## src/rtl/seven_seg_scanner_pkg.sv

```systemverilog
// Shared display definitions: the scan state encoding and the active-high hex segment table.
// The table is indexed by nibble value and returns the {g,f,e,d,c,b,a} code.
package seven_seg_scanner_pkg;

   typedef enum logic {
      SCAN_BLANK = 1'b0,
      SCAN_DRIVE = 1'b1
   } scan_state_e;

   localparam logic [6:0] SEG_OFF = 7'h00;

   localparam logic [6:0] HEX_TABLE [16] = '{
      7'h3F, 7'h06, 7'h5B, 7'h4F, 7'h66, 7'h6D, 7'h7D, 7'h07,
      7'h7F, 7'h6F, 7'h77, 7'h7C, 7'h39, 7'h5E, 7'h79, 7'h71
   };

endpackage

```

## src/rtl/seven_seg_scanner_if.sv

```systemverilog
// Display bus coming from the CPU controller: four nibbles plus per-digit enable,
// decimal-point request and a freeze control that pins the displayed values.
interface seven_seg_scanner_if;
   logic [3:0] digit_in [4];
   logic [3:0] digit_en;
   logic [3:0] dp_in;
   logic       freeze;

   modport master (output digit_in, digit_en, dp_in, freeze);
   modport slave  (input  digit_in, digit_en, dp_in, freeze);
endinterface

```

## src/rtl/seven_seg_scanner_hex_to_seg.sv

```systemverilog
// Nibble to active-high 7-segment code; the scanner applies display polarity.
module seven_seg_scanner_hex_to_seg
   import seven_seg_scanner_pkg::*;
(
   input  logic [3:0] nibble,
   output logic [6:0] code
);
   always_comb begin
      code = HEX_TABLE[nibble];
   end
endmodule

```

## src/rtl/seven_seg_scanner.sv

```systemverilog
// Four-digit multiplexed 7-segment scanner with a blanking gap before each digit slot.
// Each nibble is captured into a shadow register on the last blank cycle of its slot.
//
// state      | meaning
// SCAN_BLANK | all anodes off; last cycle captures the slot's nibble and dp bit
// SCAN_DRIVE | selected anode on (if enabled), segments show the captured nibble
module seven_seg_scanner
   import seven_seg_scanner_pkg::*;
#(
   parameter int REFRESH_DIV  = 100000,
   parameter int BLANK_CYCLES = 1000,
   parameter bit ACTIVE_LOW   = 1'b1
) (
   input  logic                 clk,
   input  logic                 reset,
   seven_seg_scanner_if.slave   bus,
   output logic [3:0]           an,
   output logic [6:0]           seg,
   output logic                 dp,
   output logic [1:0]           scan_idx
);
   localparam int CNT_W = (REFRESH_DIV > 1) ? $clog2(REFRESH_DIV) : 1;
   localparam logic [CNT_W-1:0] BLANK_LAST = CNT_W'(BLANK_CYCLES - 1);
   localparam logic [CNT_W-1:0] SLOT_LAST  = CNT_W'(REFRESH_DIV - 1);

   scan_state_e      state, state_nxt;
   logic [CNT_W-1:0] cnt, cnt_nxt;
   logic [1:0]       idx_nxt;
   logic             sample;
   logic [3:0]       shadow [4];
   logic [3:0]       shadow_dp;
   logic [6:0]       code;
   logic [3:0]       an_act;
   logic [6:0]       seg_act;
   logic             dp_act;

   seven_seg_scanner_hex_to_seg u_hex (
      .nibble (shadow[scan_idx]),
      .code   (code)
   );

   // The counter runs across the whole slot, so slot length is fixed regardless of enables.
   always_comb begin
      state_nxt = state;
      cnt_nxt   = cnt + 1'b1;
      idx_nxt   = scan_idx;
      sample    = 1'b0;
      case (state)
         SCAN_BLANK: begin
            if (cnt == BLANK_LAST) begin
               sample    = 1'b1;
               state_nxt = SCAN_DRIVE;
            end
         end
         SCAN_DRIVE: begin
            if (cnt == SLOT_LAST) begin
               cnt_nxt   = '0;
               idx_nxt   = scan_idx + 2'd1;
               state_nxt = SCAN_BLANK;
            end
         end
         default: state_nxt = SCAN_BLANK;
      endcase
   end

   always_comb begin
      an_act  = 4'b0000;
      seg_act = SEG_OFF;
      dp_act  = 1'b0;
      if (state == SCAN_DRIVE) begin
         an_act[scan_idx] = bus.digit_en[scan_idx];
         seg_act          = code;
         dp_act           = shadow_dp[scan_idx];
      end
   end

   always_ff @(posedge clk) begin
      if (reset) begin
         state    <= SCAN_BLANK;
         cnt      <= '0;
         scan_idx <= 2'd0;
         for (int k = 0; k < 4; k++) shadow[k] <= 4'h0;
         shadow_dp <= 4'h0;
         an       <= {4{ACTIVE_LOW}};
         seg      <= {7{ACTIVE_LOW}};
         dp       <= ACTIVE_LOW;
      end else begin
         state    <= state_nxt;
         cnt      <= cnt_nxt;
         scan_idx <= idx_nxt;
         if (sample && !bus.freeze) begin
            shadow[scan_idx]    <= bus.digit_in[scan_idx];
            shadow_dp[scan_idx] <= bus.dp_in[scan_idx];
         end
         an  <= an_act  ^ {4{ACTIVE_LOW}};
         seg <= seg_act ^ {7{ACTIVE_LOW}};
         dp  <= dp_act  ^ ACTIVE_LOW;
      end
   end
endmodule

```

## src/flat_wrapper.sv

```systemverilog
// flat-port wrapper written by rule: the top's interface ports become plain ports
module seven_seg_scanner_flat import seven_seg_scanner_pkg::*;
#(
   parameter int REFRESH_DIV  = 100000,
   parameter int BLANK_CYCLES = 1000,
   parameter bit ACTIVE_LOW   = 1'b1
)
  (clk, reset, an, seg, dp, scan_idx, bus_digit_in, bus_digit_en, bus_dp_in, bus_freeze);
  seven_seg_scanner_if bus_i ();
  input  logic clk;
  input  logic reset;
  output logic [3:0] an;
  output logic [6:0] seg;
  output logic dp;
  output logic [1:0] scan_idx;
  input wire logic [$bits(bus_i.digit_in)-1:0] bus_digit_in;
  input wire logic [$bits(bus_i.digit_en)-1:0] bus_digit_en;
  input wire logic [$bits(bus_i.dp_in)-1:0] bus_dp_in;
  input wire logic [$bits(bus_i.freeze)-1:0] bus_freeze;
  assign bus_i.digit_in = {>>{bus_digit_in}};
  assign bus_i.digit_en = bus_digit_en;
  assign bus_i.dp_in = bus_dp_in;
  assign bus_i.freeze = bus_freeze;
  seven_seg_scanner #(.REFRESH_DIV(REFRESH_DIV), .BLANK_CYCLES(BLANK_CYCLES), .ACTIVE_LOW(ACTIVE_LOW)) u_core (.clk(clk), .reset(reset), .bus(bus_i), .an(an), .seg(seg), .dp(dp), .scan_idx(scan_idx));
endmodule
```

## config.mk

```make
export PLATFORM = sky130hd
export DESIGN_NAME = seven_seg_scanner_flat
export DESIGN_NICKNAME = d
export VERILOG_FILES = /design/src/rtl/seven_seg_scanner_pkg.sv /design/src/rtl/seven_seg_scanner_if.sv /design/src/rtl/seven_seg_scanner_hex_to_seg.sv /design/src/rtl/seven_seg_scanner.sv /design/src/flat_wrapper.sv
export SDC_FILE = /design/constraint.sdc
export NUM_CORES = 1
export LEC_CHECK = 0
export ABC_AREA = 1
export CAP_MARGIN = 0
export CORE_AREA = 2 2 74 76
export DETAILED_ROUTE_END_ITERATION = 8
export DIE_AREA = 0 0 76 78
export MAX_ROUTING_LAYER = met4
export PLACE_DENSITY = 0.83
export SYNTH_ARGS = -nofsm -noshare
export SYNTH_HDL_FRONTEND = slang
export SYNTH_SLANG_ARGS = --single-unit
```

## constraint.sdc

```tcl
create_clock -name clk -period 3.85 [get_ports clk]
set_input_delay 0.5775 -clock clk [delete_from_list [all_inputs] [get_ports clk]]
set_output_delay 0.5775 -clock clk [all_outputs]
set_load 0.02 [all_outputs]
```

==> results.ini, run 1 <==
[critical_path]
slowest_stage=dfxtp_1
end_kind=output port
cp.required_ns=3.27
path_buf_inv=1
setup.worst_path.start_class=flip-flop
worstPathCellList=clkdlybuf4s50_1
path_max_fanout=21
critPathMaxStageDelay_ns=0.80
crit_type=reg -> out
arrival_ns=1.86
crit_family=flip-flops

[sta]
setup_slack_ns=1.417
fin_tns_setup_ns=0
min_period_ns=2.433
finalHoldViolations=0
fmax_mhz=411.0
relSlewSlack_pct=52.69
clock_skew_ns=0.01313
rsz0062_at_grt=no
drv_slew=0
tightest_slew_ns=0.7087
setup_viol=0
period_share_pct=63.20

[final_layout]
diodes=0
fin_nets=459
syn2layout_area_growth_pct=18.24
drive_gt1_share_pct=10.43

[synth]
netlist_instances=384
synth-seq-area-share_pct=42.67
ys_seq_elements=54
yosys_warnings=0
synth_top_area_share_pct=26.15
synth_common_cells=nand2_1, nor2_1, dfxtp_1
synth_edf_count=16
synthFlopType=dfxtp_1
ys_async_sr_fraction_pct=0
syn-num-nets=422
synth_cell_types=34
netlist_area_um2=2909
synth_area_leaders=dfxtp_1, edfxtp_1, nand2_1
synth.most_common_cell=nand2_1
avgSynthCellArea_um2=7.576
synth_top_cell_by_area=dfxtp_1

[global_route]
antenna_found_initial=0
overflow=0
grt_pass1_wl_um=9963
grtUsageTotal_pct=20.94
grt_pass1_vias=2301
grt_max_degree=22

[place]
gp_congestion=0.8940
dp_hpwl_um=4407
place.port_buffers=40
preCtsSetupSlack_ns=1.404

[floorplanning]
top_level_ports=41
fp.dieW_um=76
row_count=26
start_util_pct=57.69
die_area_um2=5928
fp.dieH_um=78
core_area_um2=5042

[flow_run]
maxCapViolCount=0

[routing]
detail_route.first_pass.iterations=4
vias=2495
drcViolationCount=0
drt-total-wl_um=5694
via_per_inst=5.071
ant_nets=0
drtIter0Drc=189
wl_per_cell_um=11.57

[cts]
clockBufferDepth=2
numClockSinks=54
htree_levels=2
cts_tree=done
cts_buffers=5
cts_hold_buf=0
cts_root_buffer=clkbuf_8
cts_resized=0
clk_latency_ns=0.31
path_clk_slew_ns=0.11
postCtsSetupBuffers=0

[min_path]
hp-class=reg -> reg

[pwr]
leakagePower_nw=1.379
powerDensity_nw_per_um2=291.3
peakVddDrop_uv=144.2

[run_status]
status=finished, final reports clean

-- metrics by stage --
| step | power (mW) | util [%] | hold WS, ns | cells | cell area (um2) |
|---|---|---|---|---|---|
| global placement | 0.6825 | 66.28 | 0.4340 | 484 | 3342 |
| CTS | 1.010 | 68.21 | 0.4696 | 492 | 3440 |
| detailed placement | 0.6844 | 66.28 | 0.4438 | 484 | 3342 |
| global route | 1.046 | 68.21 | 0.5023 | 492 | 3440 |
| finish | 1.002 | 68.21 | 0.4619 | 492 | 3440 |
| floorplan | 0.6480 | - | 0.4175 | 384 | 2909 |
-- sequential cells by signal, summed over array words and instances (netlist names), named ones only --
name	count
u_core.dp	1
u_core.state	1
u_core.shadow	16
u_core.cnt	17
u_core.shadow_dp	4
u_core.an	4
u_core.seg	7
u_core.scan_idx	2
-- routing by layer --
| metal | up-vias | wire length (um) | track usage (%) |
|---|---|---|---|
| met1 | 1105 | 2706 | 26.71 |
| met4 | 0 | 45 | 4.909 |
| met5 | - | 0 | - |
| met3 | 6 | 239 | 3.721 |
| li1 | 1315 | - | - |
| met2 | 69 | 2703 | 35.09 |
-- final timing paths --
| kind | cells after the start | slack (ns) | startpoint | endpoint |
|---|---|---|---|---|
| min reg2reg | 1 | 0.46 | u_core.cnt[0] | u_core.cnt[0] |
| max | 1 | 1.42 | u_core.scan_idx[0] | scan_idx[0] |
| max reg2reg | 5 | 1.89 | u_core.scan_idx[0] | u_core.shadow[0][2] |
| min | 1 | 0.46 | u_core.cnt[0] | u_core.cnt[0] |
-- report_power, final --
group	switching, mW	internal (mW)
Combinational	0.0381	0.0367
Clock	0.195	0.135
Sequential	0.00379	0.593
Total	0.237	0.765
-- final cells by class --
type | count | area [um2]
Tap cell | 70 | 87.58
Timing Repair Buffer | 40 | 400.4
Clock inverter | 3 | 28.78
Sequential cell | 54 | 1241
Fill cell | 412 | 1603
Clock buffer | 5 | 68.82
Multi-Input combinational cell | 281 | 1466
Inverter | 39 | 146.4
-- cells in the final DEF (no fill, tap or decap), drive strengths merged --
master          n
o22a            1
a31oi           3
edfxtp         16
o22ai           1
clkinv          3
a21oi           8
o211ai          2
inv            39
xor2            6
dfxtp          38
nand3          31
nor3b           2
a221oi          1
clkdlybuf4s50  40
nand4           8
nor2           85
nor3           12
clkbuf          5
o21ai          20
ha             11
nand2          90
-- worst reg2reg max path, cell delays in order (launching register included) --
cell and delay, ns:
dfxtp_1 0.80, inv_2 0.35, o21ai_1 0.31, o21ai_1 0.10, clkinv_1 0.09, nor2_1 0.06
-- kinds of logic after synthesis --
| group | synth area share [%] |
|---|---|
| and+or+nand+nor | 36.60 |
| adders and majority gates | 4.731 |
| DFF | 42.67 |
| buffers and inverters | 6.924 |
| xor gates and xnor gates | 1.806 |
| AOI/OAI and AO/OA | 7.269 |
Power figures use the tool's default switching activity.
==> run 2: changes to the inputs <==
--- a/config.mk
+++ b/config.mk
@@ -7,11 +7,11 @@
 export LEC_CHECK = 0
 export ABC_AREA = 1
 export CAP_MARGIN = 0
-export CORE_AREA = 2 2 74 76
+export CORE_AREA = 2 2 76 78
 export DETAILED_ROUTE_END_ITERATION = 8
-export DIE_AREA = 0 0 76 78
+export DIE_AREA = 0 0 78 80
 export MAX_ROUTING_LAYER = met4
-export PLACE_DENSITY = 0.83
+export PLACE_DENSITY = 0.79
 export SYNTH_ARGS = -nofsm -noshare
 export SYNTH_HDL_FRONTEND = slang
 export SYNTH_SLANG_ARGS = --single-unit
==> constraint.sdc (replaced) <==
create_clock -name clk -period 2.5 [get_ports clk]
set_input_delay 0.375 -clock clk [delete_from_list [all_inputs] [get_ports clk]]
set_output_delay 0.375 -clock clk [all_outputs]
set_load 0.02 [all_outputs]
==> results.ini, run 2 (synthesis gave the netlist of run 1 again) <==
[routing]
drcViolationCount=0
drt-total-wl_um=6256
via_per_inst=5.076
met1_length_um=2913
ant_nets=0
top_layer=met4
wl_per_cell_um=12.51
drtIter0Drc=208
dr_wl_met3_um=575
detail_route.first_pass.iterations=4
vias=2538
dr_wl_met2_um=2709

[sta]
clock_skew_ns=0.008973
min_period_ns=2.003
finalHoldViolations=0
drv_slew=0
setup_viol=0
tightest_slew_ns=0.5881
rsz0062_at_grt=no
fin_tns_setup_ns=0
relSlewSlack_pct=60.75
fmax_mhz=499.2
period_share_pct=80.13

[cts]
htree_levels=2
cts_buffers=5
postCtsSetupBuffers=0
cts_root_buffer=clkbuf_8
cts_resized=0
path_clk_slew_ns=0.09
clockBufferDepth=2
cts_tree=done
clk_latency_ns=0.31
numClockSinks=54
cts_hold_buf=0

[final_layout]
post-route-util_pct=64.24
mostFrequentLayoutCell=nand2_1
largest_reg_flops=17
regArea_um2=1241
multi_input_area_um2=1466
reg.largest.list=u_core.cnt x17, u_core.shadow x16, u_core.seg x7
regMostFlops=u_core.cnt
final_cell_mix=nand2_1, nor2_1, clkdlybuf4s50_1
drive_gt1_share_pct=11.45
diodes=0
fill_cells=484
stdcell_area_um2=3472
syn2layout_area_growth_pct=19.35
fin_nets=465

[min_path]
hp-class=reg -> reg

[floorplanning]
fp.dieW_um=78
start_util_pct=53.82
top_level_ports=41
fp.dieH_um=80
die_area_um2=6240
row_count=27
core_area_um2=5405

[global_route]
antenna_found_initial=0
grt_max_degree=22
grtUsageTotal_pct=22.54
grt_pass1_vias=2343
overflow=0
grt_pass1_wl_um=10760

[critical_path]
arrival_ns=1.63
slowest_stage=clkdlybuf4s50_1
worstPathCellList=clkdlybuf4s50_1
setup.worst_path.start_class=flip-flop
crit_type=reg -> out
cp.required_ns=2.12
end_kind=output port
r2r_slack_ns=0.65
crit_family=buffers and inverters
path_max_fanout=11
path_buf_inv=1
critPathMaxStageDelay_ns=0.70

[place]
place.port_buffers=40
place_area_um2=3390
gp_congestion=0.9937
dp_hpwl_um=4942

[pwr]
leakagePower_nw=1.405
peakVddDrop_uv=282.4
powerDensity_nw_per_um2=431.7

[flow_run]
maxCapViolCount=0

[run_status]
status=finished, final reports clean

## run 2: cell count changes in the layout (fill, tap and decap cells not counted), sizes merged
cell,previous run,this run
clkbuf,5,6
buf,0,6
inv,39,38
## run 2: path summary, 6_finish.rpt
path | from | end | depth (start not counted)
worst min-delay path | u_core.cnt[0] | u_core.cnt[0] | 1
worst min register to register | u_core.cnt[0] | u_core.cnt[0] | 1
worst max register to register | u_core.cnt[0] | u_core.shadow[2][2] | 9
worst max-delay path | u_core.scan_idx[0] | scan_idx[0] | 1
## run 2: power breakdown
group / switching, mW / total (mW) / internal, mW
Sequential: 0.00635 / 0.919 / 0.913
Combinational: 0.0603 / 0.118 / 0.0578
Clock: 0.267 / 0.462 / 0.195
Total: 0.334 / 1.50 / 1.17
## run 2: per-stage QoR
step                      worst slack (ns)  hold WS [ns]  std cells  total power [mW]
after floorplan                     0.8307        0.4175        384            0.9979
after global placement              0.4115        0.4298        492             1.055
after detailed placement            0.3169        0.4421        492             1.058
after CTS                           0.4926        0.4553        500             1.515
after global routing                0.4418        0.4736        500             1.569
final                               0.4968        0.4506        500             1.499
## run 2: final cells by class
cell class | instances | share of cell area, %
timing repair buffer | 46 | 12.83
inverter | 39 | 4.216
clock inverter | 2 | 0.2883
clock buffer | 6 | 2.090
tap | 72 | 2.595
multi-input combinational | 281 | 42.23
sequential | 54 | 35.75
## run 2: per-layer routing
metal / global-route usage, % / vias up
met2: 34.83 / 94
li1: - / 1325
met3: 5.430 / 7
met5: - / -
met4: 6.491 / 0
met1: 29.71 / 1112
==> run 3: changes to the inputs <==
--- a/config.mk
+++ b/config.mk
@@ -7,11 +7,11 @@
 export LEC_CHECK = 0
 export ABC_AREA = 1
 export CAP_MARGIN = 0
-export CORE_AREA = 2 2 76 78
+export CORE_AREA = 2 2 81 83
 export DETAILED_ROUTE_END_ITERATION = 8
-export DIE_AREA = 0 0 78 80
+export DIE_AREA = 0 0 83 85
 export MAX_ROUTING_LAYER = met4
-export PLACE_DENSITY = 0.79
+export PLACE_DENSITY = 0.73
 export SYNTH_ARGS = -nofsm -noshare
 export SYNTH_HDL_FRONTEND = slang
 export SYNTH_SLANG_ARGS = --single-unit
==> constraint.sdc (replaced) <==
create_clock -name clk -period 1.8 [get_ports clk]
set_input_delay 0.27 -clock clk [delete_from_list [all_inputs] [get_ports clk]]
set_output_delay 0.27 -clock clk [all_outputs]
set_load 0.02 [all_outputs]
==> results.ini, run 3 (synthesis gave the netlist of run 1 again) <==
[cts]
cts_hold_buf=0
clockBufferDepth=2
numClockSinks=54
cts_buffers=5
clk_latency_ns=0.30
cts_root_buffer=clkbuf_8
htree_levels=2
path_clk_slew_ns=0.09
cts_tree=done

[global_route]
grt_pass1_wl_um=11330
grt_pass1_vias=2450
grt_max_degree=19
antenna_found_initial=0
overflow=0
grtUsageTotal_pct=20.14

[critical_path]
setup.worst_path.start_class=flip-flop
crit_family=buffers and inverters
worstPathCellList=clkdlybuf4s50_1
critPathCapture=scan_idx[1]
rr_endpoint=u_core.shadow[1][1]
crit_type=reg -> out
r2r-start=u_core.cnt[0]
arrival_ns=1.45
end_kind=output port
critPathMaxStageDelay_ns=0.66
cp_num_cells=1
crit_path_start=u_core.scan_idx[1]
cp.required_ns=1.53
rr_worst_depth=9
path_max_fanout=8
r2r_slack_ns=0.08
path_buf_inv=1
slowest_stage=clkdlybuf4s50_1

[floorplanning]
core_area_um2=6205
row_count=29
top_level_ports=41
fp.dieW_um=83
fp.dieH_um=85
start_util_pct=46.88
die_area_um2=7055

[place]
dp_hpwl_um=5127
place_area_um2=3486
place.port_buffers=40
dp_cells=509
gp_congestion=0.9396
preCtsSetupSlack_ns=0.01277

[pwr]
leakagePower_nw=1.468
peakVddDrop_uv=324.6
powerDensity_nw_per_um2=589.4
p_total_mw=2.138

[final_layout]
regMostFlops=u_core.cnt
final_cell_mix=nand2_1, nor2_1, clkdlybuf4s50_1
largest_reg_flops=17
multi_input_area_um2=1508
syn2layout_area_growth_pct=24.69
stdcell_area_um2=3627
post-route-util_pct=58.46
fill_cells=571
fin_nets=478
diodes=0
stdcell_count=517
regArea_um2=1247
mostFrequentLayoutCell=nand2_1
reg.largest.list=u_core.cnt x17, u_core.shadow x16, u_core.seg x7
drive_gt1_share_pct=15.68

[routing]
drcViolationCount=0
drtIter0Drc=172
via_per_inst=4.963
detail_route.first_pass.iterations=4
vias=2566
ant_nets=0
wl_per_cell_um=12.87
drt-total-wl_um=6655

[flow_run]
maxCapViolCount=0

[sta]
fin_tns_setup_ns=0
tightest_slew_ns=0.4289
clock_skew_ns=0.01057
fmax_mhz=579.9
min_period_ns=1.725
setup_viol=0
whs_ns=0.4539
setup_slack_ns=0.07546
relSlewSlack_pct=71.37
drv_slew=0
finalHoldViolations=0
period_share_pct=95.81

[min_path]
hold_depth=1
hp-class=reg -> reg

[run_status]
status=finished, final reports clean

## run 3: cell count changes in the layout (fill, tap and decap cells not counted), moves of 2 or more
cell,previous run,this run
buf_4,6,19
clkinv_2,2,0
dfxtp_1,38,35
dfxtp_2,0,2
nand2_1,84,81
nand2_2,5,8
## run 3: metal layers
layer / vias to the layer above / routed length (um) / GRT usage (%)
li1: 1350 / - / -
met1: 1144 / 3270 / 26.72
met2: 70 / 3024 / 31.74
met3: 2 / 327 / 4.280
met4: 0 / 33 / 4.918
met5: - / 0 / -
## run 3: how the worst min path moves through the flow
stage / end / slack [ns] / start
after floorplan: u_core.cnt[0] / 0.42 / u_core.cnt[0]
after CTS: u_core.cnt[0] / 0.48 / u_core.cnt[0]
final: u_core.cnt[0] / 0.45 / u_core.cnt[0]
after detailed placement: u_core.cnt[0] / 0.46 / u_core.cnt[0]
after global routing: u_core.cnt[0] / 0.47 / u_core.cnt[0]
after global placement: u_core.cnt[0] / 0.43 / u_core.cnt[0]
## run 3: repair_timing
action                                  4_1_cts  5_1_grt
setup buffers                                 0        1
cloned                                        0        0
hold endpoints to repair                      0        0
endpoints found under the setup margin        9       21
pin swaps                                     0        2
resized for setup                             3        9
## run 3: area by class of cell
class                      count  share of cell area (%)
clock buffer                   7                   2.380
multi-input combinational    281                   41.57
inverter                      39                   4.036
sequential                    54                   34.39
tap                           77                   2.656
timing repair buffer          59                   14.97
## run 3: power by group
part	leakage [nW]	internal [mW]	total [mW]	switching [mW]
clock network	0.0443	0.306	0.679	0.373
registers	0.469	1.27	1.28	0.0109
logic	0.954	0.0908	0.180	0.0891
total	1.47	1.67	2.14	0.473
